--- src/rtl/tl_fragment_buffer.sv ---
// tl_fragment_buffer: splits multi-beat TileLink-style Get/Put requests into
// single-beat downstream transactions and reassembles the responses into an
// upstream response FIFO. Illegal requests are answered locally with errors.
module tl_fragment_buffer #(
  parameter int DATA_W   = 32,
  parameter int ADDR_W   = 32,
  parameter int SRC_W    = 2,
  parameter int MAX_SIZE = 6,
  parameter int D_DEPTH  = 2
) (
  input  logic                  clock,
  input  logic                  reset_n,

  input  logic                  a_valid,
  output logic                  a_ready,
  input  logic [2:0]            a_opcode,
  input  logic [2:0]            a_size,
  input  logic [SRC_W-1:0]      a_source,
  input  logic [ADDR_W-1:0]     a_address,
  input  logic [DATA_W/8-1:0]   a_mask,
  input  logic [DATA_W-1:0]     a_data,

  output logic                  d_valid,
  input  logic                  d_ready,
  output logic [2:0]            d_opcode,
  output logic [2:0]            d_size,
  output logic [SRC_W-1:0]      d_source,
  output logic [DATA_W-1:0]     d_data,
  output logic                  d_error,

  output logic                  oa_valid,
  input  logic                  oa_ready,
  output logic [2:0]            oa_opcode,
  output logic [2:0]            oa_size,
  output logic [SRC_W-1:0]      oa_source,
  output logic [ADDR_W-1:0]     oa_address,
  output logic [DATA_W/8-1:0]   oa_mask,
  output logic [DATA_W-1:0]     oa_data,

  input  logic                  od_valid,
  output logic                  od_ready,
  input  logic [2:0]            od_opcode,
  input  logic [2:0]            od_size,
  input  logic [SRC_W-1:0]      od_source,
  input  logic [DATA_W-1:0]     od_data,
  input  logic                  od_error
);

  localparam int MASK_W = DATA_W / 8;
  localparam int LGB    = $clog2(MASK_W);
  // Wide enough to count up to the beat total of a size-7 transfer.
  localparam int CNT_W  = 8 - LGB;
  localparam int PTR_W  = (D_DEPTH > 1) ? $clog2(D_DEPTH) : 1;
  localparam int FCNT_W = $clog2(D_DEPTH + 1);

  localparam logic [2:0] LGB_SZ = 3'(LGB);
  localparam logic [2:0] MAX_SZ = 3'(MAX_SIZE);

  localparam logic [2:0] OP_PUT_FULL    = 3'd0;
  localparam logic [2:0] OP_PUT_PARTIAL = 3'd1;
  localparam logic [2:0] OP_GET         = 3'd4;
  localparam logic [2:0] OP_ACK         = 3'd0;
  localparam logic [2:0] OP_ACK_DATA    = 3'd1;

  typedef enum logic [2:0] {IDLE, GET, PUT, WAIT, ERR} state_t;

  // Index of the last beat (beat count minus one) for a given transfer size.
  function automatic logic [CNT_W-1:0] last_beat_of(input logic [2:0] sz);
    logic [CNT_W-1:0] one;
    one = CNT_W'(1);
    return (sz > LGB_SZ) ? (one << (sz - LGB_SZ)) - one : '0;
  endfunction

  function automatic logic [2:0] beat_size_of(input logic [2:0] sz);
    return (sz > LGB_SZ) ? LGB_SZ : sz;
  endfunction

  function automatic logic is_put_op(input logic [2:0] op);
    return (op == OP_PUT_FULL) || (op == OP_PUT_PARTIAL);
  endfunction

  function automatic logic [PTR_W-1:0] next_ptr(input logic [PTR_W-1:0] p);
    return (p == PTR_W'(D_DEPTH - 1)) ? '0 : p + PTR_W'(1);
  endfunction

  state_t state, state_next;

  logic [2:0]        hdr_opcode;
  logic [2:0]        hdr_size;
  logic [SRC_W-1:0]  hdr_source;
  logic [ADDR_W-1:0] hdr_address;
  logic [MASK_W-1:0] hdr_mask;
  logic [CNT_W-1:0]  last_beat;
  logic [CNT_W-1:0]  beat_cnt;
  logic [CNT_W-1:0]  resp_cnt;
  logic              sticky_err;

  logic              a_ready_c, oa_valid_c, od_ready_c;
  logic [2:0]        oa_opcode_c, oa_size_c;
  logic [SRC_W-1:0]  oa_source_c;
  logic [ADDR_W-1:0] oa_address_c;
  logic [MASK_W-1:0] oa_mask_c;
  logic [DATA_W-1:0] oa_data_c;

  logic              enq_valid;
  logic [2:0]        enq_opcode;
  logic [DATA_W-1:0] enq_data;
  logic              enq_error;
  logic              resp_final;
  logic              sticky_set;

  logic [2:0]        fifo_opcode [D_DEPTH];
  logic [2:0]        fifo_size   [D_DEPTH];
  logic [SRC_W-1:0]  fifo_source [D_DEPTH];
  logic [DATA_W-1:0] fifo_data   [D_DEPTH];
  logic              fifo_error  [D_DEPTH];
  logic [PTR_W-1:0]  wr_ptr, rd_ptr;
  logic [FCNT_W-1:0] fifo_count;
  logic              fifo_full, fifo_empty, deq;

  logic              a_legal, a_is_put;
  logic [CNT_W-1:0]  a_last;
  logic              hdr_is_put, hdr_is_get;
  logic              a_fire, oa_fire, od_fire;
  logic              beat_is_last, err_drain;
  logic [ADDR_W-1:0] beat_offset;
  logic              unused_od_fields;

  assign a_is_put     = is_put_op(a_opcode);
  assign a_legal      = (a_is_put || (a_opcode == OP_GET)) && (a_size <= MAX_SZ);
  assign a_last       = last_beat_of(a_size);
  assign hdr_is_put   = is_put_op(hdr_opcode);
  assign hdr_is_get   = (hdr_opcode == OP_GET);
  assign a_fire       = a_valid && a_ready;
  assign oa_fire      = oa_valid && oa_ready;
  assign od_fire      = od_valid && od_ready;
  assign beat_is_last = (beat_cnt == last_beat);
  // An illegal Put still has to swallow its remaining data beats.
  assign err_drain    = hdr_is_put && (beat_cnt <= last_beat);
  assign beat_offset  = ADDR_W'(beat_cnt) << LGB;

  // Downstream response header fields carry nothing we need.
  assign unused_od_fields = ^{od_opcode, od_size, od_source};

  // State register.
  always_ff @(posedge clock or negedge reset_n) begin
    if (!reset_n) state <= IDLE;
    else          state <= state_next;
  end

  // Next-state logic: one upstream transaction at a time.
  always_comb begin
    state_next = state;
    case (state)
      IDLE: begin
        if (a_fire) begin
          if (!a_legal)             state_next = ERR;
          else if (!a_is_put)       state_next = GET;
          else if (a_last != '0)    state_next = PUT;
          else                      state_next = WAIT;
        end
      end
      GET: begin
        if (resp_final)                  state_next = IDLE;
        else if (oa_fire && beat_is_last) state_next = WAIT;
      end
      PUT: begin
        if (resp_final)                  state_next = IDLE;
        else if (oa_fire && beat_is_last) state_next = WAIT;
      end
      WAIT: if (resp_final) state_next = IDLE;
      ERR:  if (resp_final) state_next = IDLE;
      default: state_next = IDLE;
    endcase
  end

  // Handshake and downstream request outputs; Puts stream through, Gets come from the header.
  always_comb begin
    a_ready_c    = 1'b0;
    oa_valid_c   = 1'b0;
    od_ready_c   = 1'b0;
    oa_opcode_c  = hdr_opcode;
    oa_size_c    = beat_size_of(hdr_size);
    oa_source_c  = hdr_source;
    oa_address_c = hdr_address + beat_offset;
    oa_mask_c    = (last_beat != '0) ? '1 : hdr_mask;
    oa_data_c    = a_data;
    case (state)
      IDLE: begin
        oa_opcode_c  = a_opcode;
        oa_size_c    = beat_size_of(a_size);
        oa_source_c  = a_source;
        oa_address_c = a_address;
        oa_mask_c    = (a_last != '0) ? '1 : a_mask;
        if (a_legal && a_is_put) begin
          oa_valid_c = a_valid;
          a_ready_c  = oa_ready;
        end else begin
          a_ready_c  = 1'b1;
        end
      end
      GET: begin
        oa_valid_c  = 1'b1;
        oa_opcode_c = OP_GET;
        oa_data_c   = '0;
        od_ready_c  = !fifo_full;
      end
      PUT: begin
        oa_valid_c = a_valid;
        a_ready_c  = oa_ready;
        od_ready_c = !fifo_full;
      end
      WAIT: od_ready_c = !fifo_full;
      ERR:  a_ready_c  = err_drain;
      default: ;
    endcase
  end

  assign a_ready    = a_ready_c && reset_n;
  assign oa_valid   = oa_valid_c && reset_n;
  assign od_ready   = od_ready_c && reset_n;
  assign oa_opcode  = oa_opcode_c;
  assign oa_size    = oa_size_c;
  assign oa_source  = oa_source_c;
  assign oa_address = oa_address_c;
  assign oa_mask    = oa_mask_c;
  assign oa_data    = oa_data_c;

  // Response path: pass Get data, fold Put acks into one, or synthesize error beats.
  always_comb begin
    enq_valid  = 1'b0;
    enq_opcode = OP_ACK;
    enq_data   = '0;
    enq_error  = 1'b0;
    resp_final = 1'b0;
    sticky_set = 1'b0;
    if (od_fire) begin
      if (hdr_is_put) begin
        if (resp_cnt == last_beat) begin
          enq_valid  = 1'b1;
          enq_error  = sticky_err || od_error;
          resp_final = 1'b1;
        end else begin
          sticky_set = od_error;
        end
      end else begin
        enq_valid  = 1'b1;
        enq_opcode = OP_ACK_DATA;
        enq_data   = od_data;
        enq_error  = od_error;
        resp_final = (resp_cnt == last_beat);
      end
    end else if ((state == ERR) && !err_drain && !fifo_full) begin
      enq_valid  = 1'b1;
      enq_opcode = hdr_is_get ? OP_ACK_DATA : OP_ACK;
      enq_error  = 1'b1;
      resp_final = !hdr_is_get || (resp_cnt == last_beat);
    end
  end

  // Header capture and beat/response bookkeeping.
  always_ff @(posedge clock or negedge reset_n) begin
    if (!reset_n) begin
      hdr_opcode  <= '0;
      hdr_size    <= '0;
      hdr_source  <= '0;
      hdr_address <= '0;
      hdr_mask    <= '0;
      last_beat   <= '0;
      beat_cnt    <= '0;
      resp_cnt    <= '0;
      sticky_err  <= 1'b0;
    end else if ((state == IDLE) && a_fire) begin
      hdr_opcode  <= a_opcode;
      hdr_size    <= a_size;
      hdr_source  <= a_source;
      hdr_address <= a_address;
      hdr_mask    <= a_mask;
      last_beat   <= a_last;
      beat_cnt    <= a_is_put ? CNT_W'(1) : '0;
      resp_cnt    <= '0;
      sticky_err  <= 1'b0;
    end else begin
      if (oa_fire || ((state == ERR) && a_fire))
        beat_cnt <= beat_cnt + CNT_W'(1);
      if (resp_final) begin
        resp_cnt   <= '0;
        sticky_err <= 1'b0;
      end else begin
        if (od_fire || enq_valid)
          resp_cnt <= resp_cnt + CNT_W'(1);
        if (sticky_set)
          sticky_err <= 1'b1;
      end
    end
  end

  assign fifo_full  = (fifo_count == FCNT_W'(D_DEPTH));
  assign fifo_empty = (fifo_count == '0);
  assign deq        = d_valid && d_ready;

  // Response FIFO storage; contents need no reset since occupancy is tracked separately.
  always_ff @(posedge clock) begin
    if (enq_valid) begin
      fifo_opcode[wr_ptr] <= enq_opcode;
      fifo_size[wr_ptr]   <= hdr_size;
      fifo_source[wr_ptr] <= hdr_source;
      fifo_data[wr_ptr]   <= enq_data;
      fifo_error[wr_ptr]  <= enq_error;
    end
  end

  // Response FIFO pointers and occupancy.
  always_ff @(posedge clock or negedge reset_n) begin
    if (!reset_n) begin
      wr_ptr     <= '0;
      rd_ptr     <= '0;
      fifo_count <= '0;
    end else begin
      if (enq_valid) wr_ptr <= next_ptr(wr_ptr);
      if (deq)       rd_ptr <= next_ptr(rd_ptr);
      if (enq_valid && !deq)      fifo_count <= fifo_count + FCNT_W'(1);
      else if (!enq_valid && deq) fifo_count <= fifo_count - FCNT_W'(1);
    end
  end

  assign d_valid  = !fifo_empty && reset_n;
  assign d_opcode = fifo_opcode[rd_ptr];
  assign d_size   = fifo_size[rd_ptr];
  assign d_source = fifo_source[rd_ptr];
  assign d_data   = fifo_data[rd_ptr];
  assign d_error  = fifo_error[rd_ptr];

endmodule

--- config.mk ---
export PLATFORM = sky130hd
export DESIGN_NAME = tl_fragment_buffer
export DESIGN_NICKNAME = d
export VERILOG_FILES = /design/src/rtl/tl_fragment_buffer.sv
export SDC_FILE = /design/constraint.sdc
export NUM_CORES = 1
export LEC_CHECK = 0
export BUFFER_PORTS_ARGS = -buffer_cell sky130_fd_sc_hd__buf_2
export CORE_MARGIN = 3
export CORE_UTILIZATION = 47
export CTS_BUF_LIST = sky130_fd_sc_hd__clkbuf_8 sky130_fd_sc_hd__clkbuf_16
export CTS_CLUSTER_SIZE = 40
export DETAILED_ROUTE_END_ITERATION = 7
export PLACE_DENSITY = 0.77
export SYNTH_ARGS = -nofsm -noshare
export SYNTH_HDL_FRONTEND = slang
export SYNTH_SLANG_ARGS = --single-unit
--- constraint.sdc ---
create_clock -name clock -period 3.95 [get_ports clock]
set_input_delay 0.1975 -clock clock [delete_from_list [all_inputs] [get_ports clock]]
set_output_delay 0.1975 -clock clock [all_outputs]
set_load 0.01 [all_outputs]
# After elaboration in Yosys (flattened, before gate mapping)

Memory sizes are Yosys's and may differ from the RTL's.
Index checks and enable logic that the tools add are counted.

Muxes and demuxes: 58
Equal/unequal tests: 14
$add $sub $neg: 9
Reductions and logical operators: 45
Order comparisons: 4
Shifts and indexed selects: 1

Operators by type and width:

| operator                                                       | count |
|---|---|
| 2-to-1 mux 32 bit                                              | 4 |
| 2-to-1 mux 6 bit                                               | 6 |
| adder 32 x 8 -> 32 bit                                         | 1 |
| 2-to-1 mux 1 bit                                               | 29 |
| 2-to-1 mux 3 bit                                               | 8 |
| logical AND 1 bit                                              | 18 |
| adder 6 x 1 -> 6 bit (second input constant)                   | 2 |
| equality test 6 bit                                            | 2 |
| 2-to-1 mux 4 bit                                               | 3 |
| nonzero test 6 bit                                             | 2 |
| equality test 3 x 1 -> 1 bit (second input constant)           | 3 |
| equality test 3 bit (second input constant)                    | 3 |
| logical NOT 3 bit                                              | 3 |
| case mux 3 bit (3 select lines)                                | 1 |
| 2-to-1 mux 2 bit                                               | 4 |
| logical OR 1 bit                                               | 7 |
| equality test 3 x 2 -> 1 bit (second input constant)           | 2 |
| greater-than comparator 3 x 2 -> 1 bit (second input constant) | 2 |
| less-or-equal comparator 6 bit                                 | 1 |
| logical NOT 1 bit                                              | 6 |
| case mux 1 bit (3 select lines)                                | 2 |
| case mux 3 bit (2 select lines)                                | 1 |
| nonzero test 3 bit                                             | 2 |
| left shift 1 x 3 -> 6 bit (first input constant)               | 1 |
| other kinds (15)                                               | 18 |

Flip-flop bits (word level): 70
Input port bits: 123
Bits in writable memories: 78
Logic and storage cells: 149
Memories kept: 5

Memories:

| memory      | words | width | read ports | clocked after Yosys merged registers in | write ports | line | text |
|---|---|---|---|---|---|---|---|
| fifo_data   | 2     | 32    | 1          | 0                                       | 1           | 115  | `logic [DATA_W-1:0] fifo_data [D_DEPTH];` |
| fifo_size   | 2     | 3     | 1          | 0                                       | 1           | 113  | `logic [2:0] fifo_size [D_DEPTH];` |
| fifo_source | 2     | 2     | 1          | 0                                       | 1           | 114  | `logic [SRC_W-1:0] fifo_source [D_DEPTH];` |
| fifo_error  | 2     | 1     | 1          | 0                                       | 1           | 116  | `logic fifo_error [D_DEPTH];` |
| fifo_opcode | 2     | 1     | 1          | 0                                       | 1           | 112  | `logic [2:0] fifo_opcode [D_DEPTH];` |

# Depth between registers and ports, before layout

Depth in word-level cells: 13
Gate-level depth with buffers: 12
Depth with buffers taken out: 11

# Worst setup path after synthesis

No wires, ideal clock.

Path kind: register -> register
Start: reg last_beat[5]
End: mem fifo_data[0][0] (enable)
Data required time: 3.510 ns
Clock period less this slack: 4.195 ns
Path slack: -0.245 ns
Stages on the path, launching flop included: 10
Arrival: 3.755 ns
Cells stage by stage: dfrtp_1 -> inv_1 -> ha_1 -> and4_4 -> and4_1 -> or3_1 -> buf_6 -> or2_2 -> o21ai_2 -> nor2b_1

Longest elaborated chain between the ends: 9
Elaborated cells on any way between the ends: 12
Classes of those cells: order compare (1); eq/ne (1); mux (6); reduce/logical (4)

Ends and longest elaborated chain:

| element                                  | line | text |
|---|---|---|
| start: declaration                       | 93   | `logic [CNT_W-1:0] last_beat;` |
| start signal: assignment                 | 279  | `last_beat <= a_last;` |
| less-or-equal comparator 6 bit           | 139  | `assign err_drain = hdr_is_put && (beat_cnt <= last_beat);` |
| logical AND 1 bit                        | 139  |  |
| logical NOT 1 bit                        | 253  | `end else if ((state == ERR) && !err_drain && !fifo_full) begin` |
| logical AND 1 bit (2 in a row)           | 253  |  |
| 2-to-1 mux 1 bit                         | 253  |  |
| 2-to-1 mux 1 bit *                       | 237  | `if (od_fire) begin` |
| named net enq_valid                      | 105  | `logic enq_valid;` |
| 2-to-1 mux 1 bit *                       | 304  | `if (enq_valid) begin` |
| 2-to-1 mux 1 bit (implied by the code) * | 308  | `fifo_data[wr_ptr] <= enq_data;` |
| end: declaration                         | 115  |  |

Mark *: on every way through the listed nets, which the timed path passes. The rest lies on a longest branch.

# Final worst setup path

Start: reg beat_cnt[0]
End: out oa_address[28]

Longest elaborated chain between the ends: 2

Ends and longest elaborated chain:

| element                  | line | text |
|---|---|---|
| start: declaration       | 94   | `logic [CNT_W-1:0] beat_cnt;` |
| start signal: assignment | 280  | `beat_cnt <= a_is_put ? CNT_W'(1) : '0;` |
| start signal: assignment | 285  | `beat_cnt <= beat_cnt + CNT_W'(1);` |
| adder 32 x 8 -> 32 bit   | 185  | `oa_address_c = hdr_address + beat_offset;` |
| 2-to-1 mux 32 bit        | 188  | `case (state)` |
| end: declaration         | 36   | `output logic [ADDR_W-1:0] oa_address,` |

No other way between the ends.

==> results.py <==
metrics = {
    "outcome": {
        "status": "complete, no violations",
    },
    "clock_network": {
        "clock_path_buffers": 2,
        "cts_max_level": 4,
        "clock_sinks": 148,
        "worstSkewPairLatency_ns": 0.43,
        "post-cts-setup-buffers": 0,
        "hold_buffers": 35,
        "cts-buffers-inserted": 17,
        "path_clk_slew_ns": 0.06,
        "root_buffer": "clkbuf_16",
        "cts_tree": "done",
        "ctsResizeCount": 0,
    },
    "synthesis": {
        "yosysUniqueCellTypes": 57,
        "synth_top_area_share_pct": 29.4,
        "ys_top_cells_by_count": "nand2_1 (170), edfxtp_1 (78), dfrtp_1 (70)",
        "yosys_warnings": 0,
        "seq_area_frac_synth_pct": 51.3,
        "synthArstFlopShare_pct": 47.3,
        "avgSynthCellArea_um2": 9.85,
        "ys_top_cells_by_area": "edfxtp_1 (29%), dfrtp_1 (22%), nand2_1 (8.0%)",
        "synthFlopType": "edfxtp_1",
        "synth_edf_count": 78,
        "synthCells": 810,
        "synth_top_area_cell": "edfxtp_1",
        "syn_area_um2": 7980,
        "yosysMostFrequentCell": "nand2_1",
        "yosys_register_bits": 148,
    },
    "timing": {
        "post-route-min-period_ns": 3.32,
        "drv_slew": 0,
        "setup_viol": 0,
        "tns_ns": 0,
        "hold_viol": 0,
        "fin_worst_skew_ns": 0.0114,
        "rsz0062_at_grt": "false",
        "holdWs_ns": 0.0187,
        "slew_headroom_pct": 28.6,
        "fin_crit_sh_pct": 84.1,
        "fmax_mhz": 301,
        "worst_pin_slew_ns": 1.07,
    },
    "drt": {
        "ant_nets": 0,
        "drt_wl_total_um": 21000,
        "vias": 6774,
        "drt_iter0_markers": 432,
        "drc": 0,
        "first_pass_iters": 7,
        "wl_per_cell_um": 16.2,
        "vias_per_cell": 5.22,
    },
    "setup_path": {
        "crit_slowest_cell": "dfrtp_1",
        "critPathMaxStageDelay_ns": 0.45,
        "reg2reg_slack_ns": 0.83,
        "crit_fanout": 8,
        "worstSetupStartpointType": "register",
        "worst_setup_path_end_kind": "primary output",
        "r2r_end": "fifo_data[0][19]",
        "worstPathArrival_ns": 3.13,
        "criticalPathCategory": "reg2out",
        "path_cells": "ha_1 > inv_1 > fa_1 > nand2b_1 > a211oi_1 > nor2_1 > nor4_1 > xnor2_1 > o21ai_0 > buf_2",
        "r2r_cells": 9,
        "regToRegStartpoint": "last_beat[5]",
        "cp.required_ns": 3.75,
    },
    "finish": {
        "layout-drive-gt1-share_pct": 30.7,
        "fin_cells": 1298,
        "nNetsFinal": 1209,
        "antenna_cells": 0,
        "area_growth_pct": 29.6,
    },
    "grt": {
        "grt_max_degree": 72,
        "grt_pass1_wl_um": 33100,
        "grt_overflow_total": 0,
        "first_global_vias": 6718,
        "antenna_found_initial": 1,
        "grt_util_all_layers_pct": 22.5,
    },
    "power_and_ir_drop": {
        "cellLeakagePower_nw": 4.79,
        "ir_drop_v": 0.000320,
        "fin_total_pwr_w": 0.00461,
        "power_density_nw_per_um2": 446,
    },
    "floorplan": {
        "start_util_pct": 48.1,
        "dieHeight_um": 136,
        "chipWidth_um": 136,
        "die_area_um2": 18600,
        "std_cell_rows": 47,
        "ios": 244,
        "core-area_um2": 16600,
    },
    "flow_run": {
        "cap_violations": 0,
    },
    "min_path": {
        "worstHoldPathCells": 3,
        "hp-start": "a_mask[1]",
        "hold_path_class": "in2reg",
        "min_to": "hdr_mask[1]",
    },
    "placed_design": {
        "dp.cells": 1231,
        "port_buffers": 233,
        "dp_hpwl_um": 13900,
        "gp_congestion": 0.873,
    },
}
[kinds of logic (layout without fill, tap and decap cells)]
logic type      Yosys count  in the layout  share of synthesized area [%]
compound gates          120            120                           9.17
buf+inv                  67            334                           3.48
xor+xnor                 41             41                           4.50
mux                      41             41                           5.77
flops                   148            148                           51.3
fa+ha+maj                21             21                           3.39
other cells               1              2                         0.0470
simple gates            371            371                           22.3
[power breakdown]
| group | switching, W | total [W] | internal [W] | leakage [nW] |
|---|---|---|---|---|
| Clock | 0.000656 | 0.00178 | 0.00113 | 0.304 |
| Sequential | 0.000124 | 0.00178 | 0.00165 | 1.61 |
| Combinational | 0.000492 | 0.00105 | 0.000560 | 2.87 |
| Total | 0.00127 | 0.00461 | 0.00334 | 4.79 |
[state kept, by name, summed over array words and instances, names as in the netlist, 2 cells and up]
name,flops
fifo_opcode,2
resp_cnt,6
last_beat,6
beat_cnt,6
fifo_source,4
hdr_source,2
fifo_error,2
fifo_data,64
hdr_address,32
fifo_size,6
fifo_count,2
state,3
hdr_mask,4
hdr_opcode,3
hdr_size,3
[critical path: cells and delay by family, from the launching register on]
kind                       cells  cell delay [ns]
AOI/OAI and AO/OA              2             0.56
buffers and inverters          2             0.22
and+or+nand+nor                3             0.73
adders and majority gates      2             0.62
DFF                            1             0.45
xor gates and xnor gates       1             0.11
[per-layer routing]
metal | GRT usage, % | vias up | wire length, um
met5 | 0 | - | 13
met4 | 7.61 | 2 | 254
met3 | 5.11 | 27 | 1310
met2 | 38.2 | 229 | 10600
met1 | 28.5 | 3187 | 8850
li1 | - | 3329 | -
[cells in the final DEF (no fill, tap or decap), types with 7 or more instances in the layout]
cell type      count
nor2b_1           36
and3_1            34
ha_1              20
a21oi_1           32
nor3_1            16
a211oi_1           7
dlygate4sd3_1     35
dfrtp_1           69
nor2_1            47
nand3_1           13
buf_4             10
inv_1             24
nand2_1          170
xnor2_1           29
xor2_1            12
nand2b_1           7
o21ai_0           47
clkbuf_16         17
buf_2            233
or3_1              9
mux2_2            40
edfxtp_1          78
nand4_1            8
[final cells by class]
cell class | count | area, um^2
Clock buffer | 17 | 425
Clock inverter | 15 | 228
Fill cell | 1315 | 6240
Inverter | 24 | 90.1
Multi-Input combinational cell | 596 | 3630
Sequential cell | 148 | 4100
Tap cell | 220 | 275
Timing Repair Buffer | 278 | 1590
[worst max-delay path by stage]
stage / start / endpoint / slack [ns] / cells after the start
2_1_floorplan: last_beat[5] / fifo_data[0][0] / 0.48 / 9
3_3_place_gp: last_beat[5] / fifo_data[0][22] / 0.89 / 9
3_5_place_dp: last_beat[5] / fifo_data[0][22] / 0.85 / 9
4_1_cts: beat_cnt[0] / oa_address[28] / 0.63 / 10
5_1_grt: beat_cnt[0] / oa_address[28] / 0.36 / 10
6_report: beat_cnt[0] / oa_address[28] / 0.63 / 10
[metrics by stage]
step                      worst slack [ns]  cell area [um^2]  utilization [%]
after global routing                 0.361             10300             62.3
final                                0.627             10300             62.3
after floorplan                      0.485              7990                -
after CTS                            0.626             10300             62.3
after detailed placement             0.847              9340             56.3
after global placement               0.895              9340             56.3
(Power assumes the default switching activity.)
